File: src/rtl/acc_pkg.sv
// Shared FSM encoding and default widths for the stream feeder.
package acc_pkg;

  localparam int DATA_W_DEF = 32;
  localparam int ADDR_W_DEF = 20;

  typedef enum logic [2:0] {
    IDLE,
    ISSUE,
    WAIT,
    PRESENT,
    GAP,
    DONE
  } state_e;

endpackage

File: src/rtl/acc_stream_feeder_if.sv
// Memory read bus and accelerator input stream of the feeder.
interface acc_stream_feeder_if #(
  parameter int DATA_W = 32,
  parameter int ADDR_W = 20
) ();

  logic              mem_rd_en;
  logic [ADDR_W-1:0] mem_addr;
  logic [DATA_W-1:0] mem_rdata;
  logic [DATA_W-1:0] data_i;
  logic              valid_i;
  logic              stall_i;
  logic              bus_free;

  modport master (
    output mem_rd_en, mem_addr, data_i, valid_i, bus_free,
    input  mem_rdata, stall_i
  );

  modport slave (
    input  mem_rd_en, mem_addr, data_i, valid_i, bus_free,
    output mem_rdata, stall_i
  );

endinterface

File: src/rtl/acc_out_capture.sv
// Counts and sums accelerator output words; clear beats a same-cycle capture.
module acc_out_capture #(
  parameter int DATA_W = 32
) (
  input  logic              clk,
  input  logic              rst_n,
  input  logic              clr,
  input  logic [DATA_W-1:0] acc_data_o,
  input  logic              acc_valid_o,
  output logic [31:0]       out_count,
  output logic [DATA_W-1:0] out_sum
);

  always_ff @(posedge clk or negedge rst_n) begin
    if (!rst_n) begin
      out_count <= '0;
      out_sum   <= '0;
    end else if (clr) begin
      out_count <= '0;
      out_sum   <= '0;
    end else if (acc_valid_o) begin
      out_count <= out_count + 32'd1;
      out_sum   <= out_sum + acc_data_o;
    end
  end

endmodule

File: src/rtl/acc_stream_feeder.sv
// Block reader feeding the accelerator with gap and stall control.
// Output capture counters are built only with FEEDER_CAPTURE_EN.
module acc_stream_feeder
  import acc_pkg::*;
#(
  parameter int DATA_W = DATA_W_DEF,
  parameter int ADDR_W = ADDR_W_DEF,
  parameter int GAP_W  = 4
) (
  input  logic              clk,
  input  logic              rst_n,
  input  logic              start,
  input  logic [ADDR_W-1:0] base_addr,
  input  logic [ADDR_W-1:0] length,
  input  logic [GAP_W-1:0]  gap,
  acc_stream_feeder_if.master bus,
  input  logic [DATA_W-1:0] acc_data_o,
  input  logic              acc_valid_o,
  output logic [31:0]       out_count,
  output logic [DATA_W-1:0] out_sum,
  output logic              busy,
  output logic              done
);

  state_e            state_q, state_d;
  logic [ADDR_W-1:0] addr_q, len_q, cnt_q;
  logic [GAP_W-1:0]  gap_q, gcnt_q;
  logic [DATA_W-1:0] data_q;
  logic              accept, last;
  logic              rd_en, valid, bfree;

  assign accept = start && (state_q == IDLE);
  assign last   = (cnt_q + ADDR_W'(1)) == len_q;

  always_ff @(posedge clk or negedge rst_n) begin
    if (!rst_n) state_q <= IDLE;
    else        state_q <= state_d;
  end

  always_comb begin
    state_d = state_q;
    unique case (state_q)
      IDLE:
        if (start)
          state_d = (length == '0) ? DONE : ISSUE;
      ISSUE:
        if (!bus.stall_i) state_d = WAIT;
      WAIT:
        state_d = PRESENT;
      PRESENT:
        if (last)             state_d = DONE;
        else if (gap_q == '0) state_d = ISSUE;
        else                  state_d = GAP;
      GAP:
        if (gcnt_q == GAP_W'(1)) state_d = ISSUE;
      DONE:
        state_d = IDLE;
      default:
        state_d = IDLE;
    endcase
  end

  always_comb begin
    rd_en = 1'b0;
    valid = 1'b0;
    bfree = 1'b0;
    busy  = 1'b0;
    done  = 1'b0;
    unique case (state_q)
      IDLE:    bfree = 1'b1;
      ISSUE: begin
        busy  = 1'b1;
        rd_en = !bus.stall_i;
        bfree = bus.stall_i;
      end
      WAIT:    busy = 1'b1;
      PRESENT: begin
        busy  = 1'b1;
        valid = 1'b1;
      end
      GAP: begin
        busy  = 1'b1;
        bfree = 1'b1;
      end
      DONE: begin
        done  = 1'b1;
        bfree = 1'b1;
      end
      default: ;
    endcase
  end

  // Address and word count advance as each word is presented.
  always_ff @(posedge clk or negedge rst_n) begin
    if (!rst_n) begin
      addr_q <= '0;
      len_q  <= '0;
      cnt_q  <= '0;
      gap_q  <= '0;
      gcnt_q <= '0;
      data_q <= '0;
    end else begin
      if (accept) begin
        addr_q <= base_addr;
        len_q  <= length;
        gap_q  <= gap;
        cnt_q  <= '0;
      end
      if (state_q == WAIT)
        data_q <= bus.mem_rdata;
      if (state_q == PRESENT) begin
        cnt_q  <= cnt_q + ADDR_W'(1);
        addr_q <= addr_q + ADDR_W'(1);
        gcnt_q <= gap_q;
      end
      if (state_q == GAP)
        gcnt_q <= gcnt_q - GAP_W'(1);
    end
  end

  assign bus.mem_rd_en = rd_en;
  assign bus.mem_addr  = addr_q;
  assign bus.data_i    = data_q;
  assign bus.valid_i   = valid;
  assign bus.bus_free  = bfree;

`ifdef FEEDER_CAPTURE_EN
  acc_out_capture #(
    .DATA_W(DATA_W)
  ) u_cap (
    .clk        (clk),
    .rst_n      (rst_n),
    .clr        (accept),
    .acc_data_o (acc_data_o),
    .acc_valid_o(acc_valid_o),
    .out_count  (out_count),
    .out_sum    (out_sum)
  );
`else
  logic unused_cap;
  assign unused_cap = ^{acc_data_o, acc_valid_o};
  assign out_count  = '0;
  assign out_sum    = '0;
`endif

endmodule

File: src/flat_wrapper.sv
// flat-port wrapper written by rule: the top's interface ports become plain ports
module acc_stream_feeder_flat import acc_pkg::*;
#(
  parameter int DATA_W = DATA_W_DEF,
  parameter int ADDR_W = ADDR_W_DEF,
  parameter int GAP_W  = 4
)
  (clk, rst_n, start, base_addr, length, gap, acc_data_o, acc_valid_o, out_count, out_sum, busy, done, bus_mem_rd_en, bus_mem_addr, bus_data_i, bus_valid_i, bus_bus_free, bus_mem_rdata, bus_stall_i);
  acc_stream_feeder_if #(.DATA_W(DATA_W), .ADDR_W(ADDR_W)) bus_i ();
  input  logic clk;
  input  logic rst_n;
  input  logic start;
  input  logic [ADDR_W-1:0] base_addr;
  input  logic [ADDR_W-1:0] length;
  input  logic [GAP_W-1:0] gap;
  input  logic [DATA_W-1:0] acc_data_o;
  input  logic acc_valid_o;
  output logic [31:0] out_count;
  output logic [DATA_W-1:0] out_sum;
  output logic busy;
  output logic done;
  output wire logic [$bits(bus_i.mem_rd_en)-1:0] bus_mem_rd_en;
  output wire logic [$bits(bus_i.mem_addr)-1:0] bus_mem_addr;
  output wire logic [$bits(bus_i.data_i)-1:0] bus_data_i;
  output wire logic [$bits(bus_i.valid_i)-1:0] bus_valid_i;
  output wire logic [$bits(bus_i.bus_free)-1:0] bus_bus_free;
  input wire logic [$bits(bus_i.mem_rdata)-1:0] bus_mem_rdata;
  input wire logic [$bits(bus_i.stall_i)-1:0] bus_stall_i;
  assign bus_mem_rd_en = bus_i.mem_rd_en;
  assign bus_mem_addr = bus_i.mem_addr;
  assign bus_data_i = bus_i.data_i;
  assign bus_valid_i = bus_i.valid_i;
  assign bus_bus_free = bus_i.bus_free;
  assign bus_i.mem_rdata = bus_mem_rdata;
  assign bus_i.stall_i = bus_stall_i;
  acc_stream_feeder #(.DATA_W(DATA_W), .ADDR_W(ADDR_W), .GAP_W(GAP_W)) u_core (.clk(clk), .rst_n(rst_n), .start(start), .base_addr(base_addr), .length(length), .gap(gap), .bus(bus_i), .acc_data_o(acc_data_o), .acc_valid_o(acc_valid_o), .out_count(out_count), .out_sum(out_sum), .busy(busy), .done(done));
endmodule
File: config.mk
export PLATFORM = sky130hd
export DESIGN_NAME = acc_stream_feeder_flat
export DESIGN_NICKNAME = d
export VERILOG_FILES = /design/src/rtl/acc_pkg.sv /design/src/rtl/acc_stream_feeder_if.sv /design/src/rtl/acc_out_capture.sv /design/src/rtl/acc_stream_feeder.sv /design/src/flat_wrapper.sv
export SDC_FILE = /design/constraint.sdc
export NUM_CORES = 1
export LEC_CHECK = 0
export ABC_AREA = 1
export CAP_MARGIN = 0
export CORE_ASPECT_RATIO = 0.8
export CORE_MARGIN = 2
export CORE_UTILIZATION = 49
export CTS_BUF_LIST = sky130_fd_sc_hd__clkbuf_8
export CTS_CLUSTER_SIZE = 28
export DETAILED_ROUTE_END_ITERATION = 10
export GPL_ROUTABILITY_DRIVEN = 0
export GPL_TIMING_DRIVEN = 0
export PLACE_DENSITY = 0.95
export SYNTH_ARGS = -nofsm -noshare
export SYNTH_HDL_FRONTEND = slang
export SYNTH_SLANG_ARGS = --single-unit
export TNS_END_PERCENT = 100
File: constraint.sdc
create_clock -name clk -period 4.27 [get_ports clk]
set_clock_uncertainty 0.2 [all_clocks]
set_input_delay 0.854 -clock clk [delete_from_list [all_inputs] [get_ports clk]]
set_output_delay 0.854 -clock clk [all_outputs]
set_load 0.005 [all_outputs]
; ---- Yosys cells after proc, flatten, opt, wreduce, memory -nomap -nowiden
; Index checks and enable logic that the tools add are counted.
[word_totals]
word_cells = 48
output_inout_bits = 121
reg_bits = 103
inputBits = 113
[op_classes]
muxes = 18
addsub = 3
reduce_logical = 10
n_eq_ne = 10
[ops]
columns = cell, n
row1 = two-way mux 20 bit, 4
row2 = "adder 20 x 1 -> 20 bit, second input constant", 2
row3 = == test 20 bit, 1
row4 = logical NOT 20 bit, 1
row5 = two-way mux 3 bit, 6
row6 = case mux 3 bit (5 select lines), 1
row7 = two-way mux 4 bit, 2
row8 = "== test 3 x 2 -> 1 bit, second input constant", 2
row9 = "== test 3 bit, second input constant", 2
row10 = "== test 4 x 1 -> 1 bit, second input constant", 1
row11 = logical NOT 4 bit, 1
row12 = two-way mux 1 bit, 4
row13 = "inequality test 2 bit, second input constant", 2
row14 = nonzero test 2 bit, 2
row15 = OR reduction 4 bit, 1
row16 = "subtractor 4 x 1 -> 4 bit, second input constant", 1
row17 = "== test 3 x 1 -> 1 bit, second input constant", 1
row18 = logical NOT 3 bit, 1
row19 = AND reduction 3 bit, 1
row20 = OR reduction 3 bit, 1
row21 = "inequality test 2 x 1 -> 1 bit, second input constant", 1
row22 = case mux 1 bit (2 select lines), 1
row23 = logical AND 1 bit, 1
row24 = logical NOT 1 bit, 1

; ---- Depth between registers and ports, before layout
[depth]
depth_word = 4
mapped_depth = 17
depth_no_buf = 17

; ---- Least setup slack after synthesis
; OpenSTA, ideal clock, no wires.
[synth_timing]
path_kind = register to output
from = register u_core.state_q[0]
to = output port busy
arrival_time_ps = 1410
t_required_ps = 3216
n_path_buf = 1
slack_ps = 1806
path_stages_with_launch = 5
cell_sequence = dfrtp_1 nor3_1 inv_1 clkbuf_1 nand3_1
[synth_via]
elab_chain_cells = 3
word_cells_on_any_way = 6
cone_classes = eq/ne: 4 / mux: 1 / reduce/logical: 1
[synth_lines]
columns = item, line
row1 = start: declaration, acc_stream_feeder.sv:25  ; state_e state_q, state_d;
row2 = start signal: assignment, acc_stream_feeder.sv:37  ; else state_q <= state_d;
row3 = == test 3 x 1 -> 1 bit (tied with other cells), acc_stream_feeder.sv:69  ; unique case (state_q)
row4 = OR reduction 4 bit (no source line) *, --
row5 = two-way mux 1 bit *, acc_stream_feeder.sv:69
row6 = end: declaration, flat_wrapper.sv:20  ; output logic busy;
; Every way passes the cells marked *; elsewhere a longest branch is shown, timed or not.

; ---- Final worst setup path
; Same ends and word-level chain as after synthesis.

==> qor.csv <==
stage,metric,value,unit
min_path,Tightest Hold Check Type,input port to asynchronous set/reset pin,
global_routing,initial antenna violation count,0,
timing,final setup margin,0.455,ns
final_layout,fin nets,1119,
worst_setup_path,CP Capture Type,primary output,
drt,Antenna Nets Post-Route,0,
synth,syn avg cell area,7.60,µm²
synth,Cells after Synth,791,
worst_setup_path,CP Data Arrival Time,2.76,ns
timing,Final Max Tran Viols,0,
timing,unrepaired setup endpoints after global routing,no,
clock_network,CTS tree,done,
worst_setup_path,critical path class,flip-flop to primary output,
drt,DR vias,5853,
clock_network,H-Tree Depth,3,
pwr,Net Switching,1.87,mW
timing,Setup Viol. Count Final,0,
synth,cell with the most instances after synthesis,nand2_1,
pwr,LEAKAGE,3.88,nW
clock_network,cts hold-fix bufs,0,
global_routing,final global-route overflow total,0,
synth,sequential-to-total area share from yosys stat,42.9,%
die,Initial Util,49.8,%
clock_network,total clock sinks,103,
timing,fin crit period,3.82,ns
synth,Post-synth EDFFs,0,
status,outcome,completed,
pwr,Int Pwr,2.62,mW
synth,synth top area cells,"dfrtp_1 43%, nand2_1 17%, buf_4 8.0%, inv_1 4.4%, nand3_1 3.8%",
synth,"Async S/R FF share, synth",100,%
worst_setup_path,Worst Setup SP,u_core.state_q[0],
die,Die H,103,µm
die,die width,128,µm
worst_setup_path,CP required,3.22,ns
clock_network,clock slew at reported path FFs,0.12,ns
synth,Cell variety after synth,39,
final_layout,n_diodes,0,
final_layout,synth-to-layout area growth,33.3,%
die,die area,13200,µm²
synth,Yosys top cell by area,dfrtp_1,
clock_network,Post-CTS Resized,0,
worst_setup_path,reg2reg start,u_core.state_q[2],
clock_network,Setup Buffers After CTS,0,
synth,Syn. warnings,0,
pwr,pwr/cell area,559,nW/µm²
synth,Yosys top cell area share,42.9,%
worst_setup_path,largest fanout on the critical path,10,
synth,"Top FF cell, synth",dfrtp_1,
pwr,Net Sw Frac,41.6,%
place,number of port buffers,136,
pwr,Reg power frac,37.6,%
timing,final hold vios,0,
final_layout,fill count,978,
worst_setup_path,R2R setup slack,1.75,ns
drt,DRT Wirelength,16600,µm
clock_network,Clock Path Buffers,2,
drt,DRC errors left,0,
timing,fmax,262,MHz
synth,most frequent cells after synthesis,"274 x nand2_1, 103 x dfrtp_1, 71 x inv_1, 64 x buf_4, 49 x nor2_1",
clock_network,CTS Root Cell,clkbuf_8,
synth,#FFs+latches synth,103,
die,Core Rows,36,
global_routing,total track usage,24.8,%
worst_setup_path,reg2reg path depth,7,
pwr,clock share of power,13.7,%
worst_setup_path,CP startpoint kind,flip-flop,
die,core outline area,12100,µm²
drt,DR WL/cell,14.4,µm
job,max cap viols,0,
drt,Initial DRT Pass Iterations,6,
clock_network,worst skew pair latency,0.40,ns
global_routing,vias in the first global route,5254,
global_routing,largest net degree at the start of global routing,71,
pwr,Tot Pwr,4.48,mW
drt,Initial DRC Count,517,
final_layout,layout cells sized above 1,11.0,%
pwr,Peak VDD IR,345,µV
synth,mapped cell area,6010,µm²
place,Detailed Place HPWL,12700,µm
die,I/O Pins,234,
timing,Rel. slew slack,43.5,%
worst_setup_path,R2R Path End,u_core.cnt_q[3],
clock_network,CTS Buf Count,9,
drt,DR vias/cell,5.05,
timing,Final Cycle Share,89.4,%
global_routing,first-pass GRT wire length,25700,µm
pwr,Gate power share,48.7,%
timing,Worst Tran Pin Value,0.841,ns
place,dpl ws,0.909,ns
registers in the layout, summed over array words and instances, names as in the netlist:
signal               cells
u_core.bus.data_i       32
u_core.cnt_q            20
u_core.gap_q             4
u_core.state_q           3
u_core.len_q            20
u_core.gcnt_q            4
u_core.bus.mem_addr     20
area by class of cell:
class | instances | area (µm²) | share of cell area [%]
sequential | 103 | 2580 | 32.2
clock inverter | 7 | 65.1 | 0.812
tap | 152 | 190 | 2.37
multi-input combinational | 589 | 2820 | 35.2
timing repair buffer | 137 | 1390 | 17.3
buffer | 86 | 566 | 7.06
clock buffer | 9 | 124 | 1.55
inverter | 76 | 285 | 3.56
worst max-delay path by stage:
stage	slack (ns)	end
finish	0.45	busy
global route	0.27	busy
CTS	0.46	busy
detailed placement	0.91	busy
global placement	-1.74	u_core.len_q[7]
floorplan	1.81	busy
per-layer routing:
layer	vias to the layer above	GRT usage [%]	part of all wire, %
met5	-	0	0
met4	0	7.02	1.7
met3	26	5.19	8.7
met2	295	40.7	48
met1	2702	33.7	42
li1	2830	-	-
metrics by stage:
stage                     instance area, µm²  util, %  hold slack [ns]  setup TNS (ns)  std cells
after floorplan                         6250        -            0.255               0        854
after global placement                  7800     64.6            0.253         -177.98       1142
after detailed placement                7820     64.8            0.257               0       1143
after CTS                               8010     66.4            0.210               0       1159
after global routing                    8010     66.4            0.223               0       1159
final                                   8010     66.4            0.195               0       1159
cells by family (layout without fill, tap and decap cells):
logic type / after synthesis / in the layout / synth area share [%]
compound gates: 82 / 82 / 8.08
xor+xnor: 15 / 15 / 2.87
fa+ha+maj: 4 / 4 / 0.833
buf+inv: 162 / 315 / 14.2
flops: 103 / 103 / 42.9
other cells: 1 / 64 / 0.0624
simple gates: 424 / 424 / 31.1
power by group through the flow:
stage / sequential, mW / combinational (mW) / clock (mW)
after global routing: 1.73 / 2.42 / 0.656
after CTS: 1.68 / 2.17 / 0.617
after floorplan: 1.65 / 1.15 / 0
after detailed placement: 1.69 / 2.16 / 0
after global placement: 1.67 / 2.08 / 0
final: 1.69 / 2.18 / 0.613
layout by cell type, fill, tap and decap left out, drive strengths merged, types with 2 or more instances in the layout:
cell / Yosys / routed
clkbuf: 17 / 26
nand3b: 8 / 8
dfrtp: 103 / 103
buf: 69 / 71
a211oi: 4 / 4
o22ai: 18 / 18
o221ai: 4 / 4
nand2: 277 / 277
conb: 1 / 64
nor3: 14 / 14
clkdlybuf4s50: 0 / 135
clkinv: 0 / 2
a21oi: 10 / 10
nor4: 7 / 7
nor2: 58 / 58
o211ai: 6 / 6
nand3: 51 / 51
o21ai: 36 / 36
or4: 2 / 2
ha: 4 / 4
xor2: 12 / 12
inv: 76 / 80
nand4: 7 / 7
xnor3: 3 / 3
worst max-delay path: stages, from the launching register on:
cell             delay (ns)
dfrtp_1                0.43
nor3_1                 0.71
inv_1                  0.26
clkbuf_1               0.30
nand3_1                0.15
clkdlybuf4s50_1        0.53
Power figures use the tool's default switching activity.
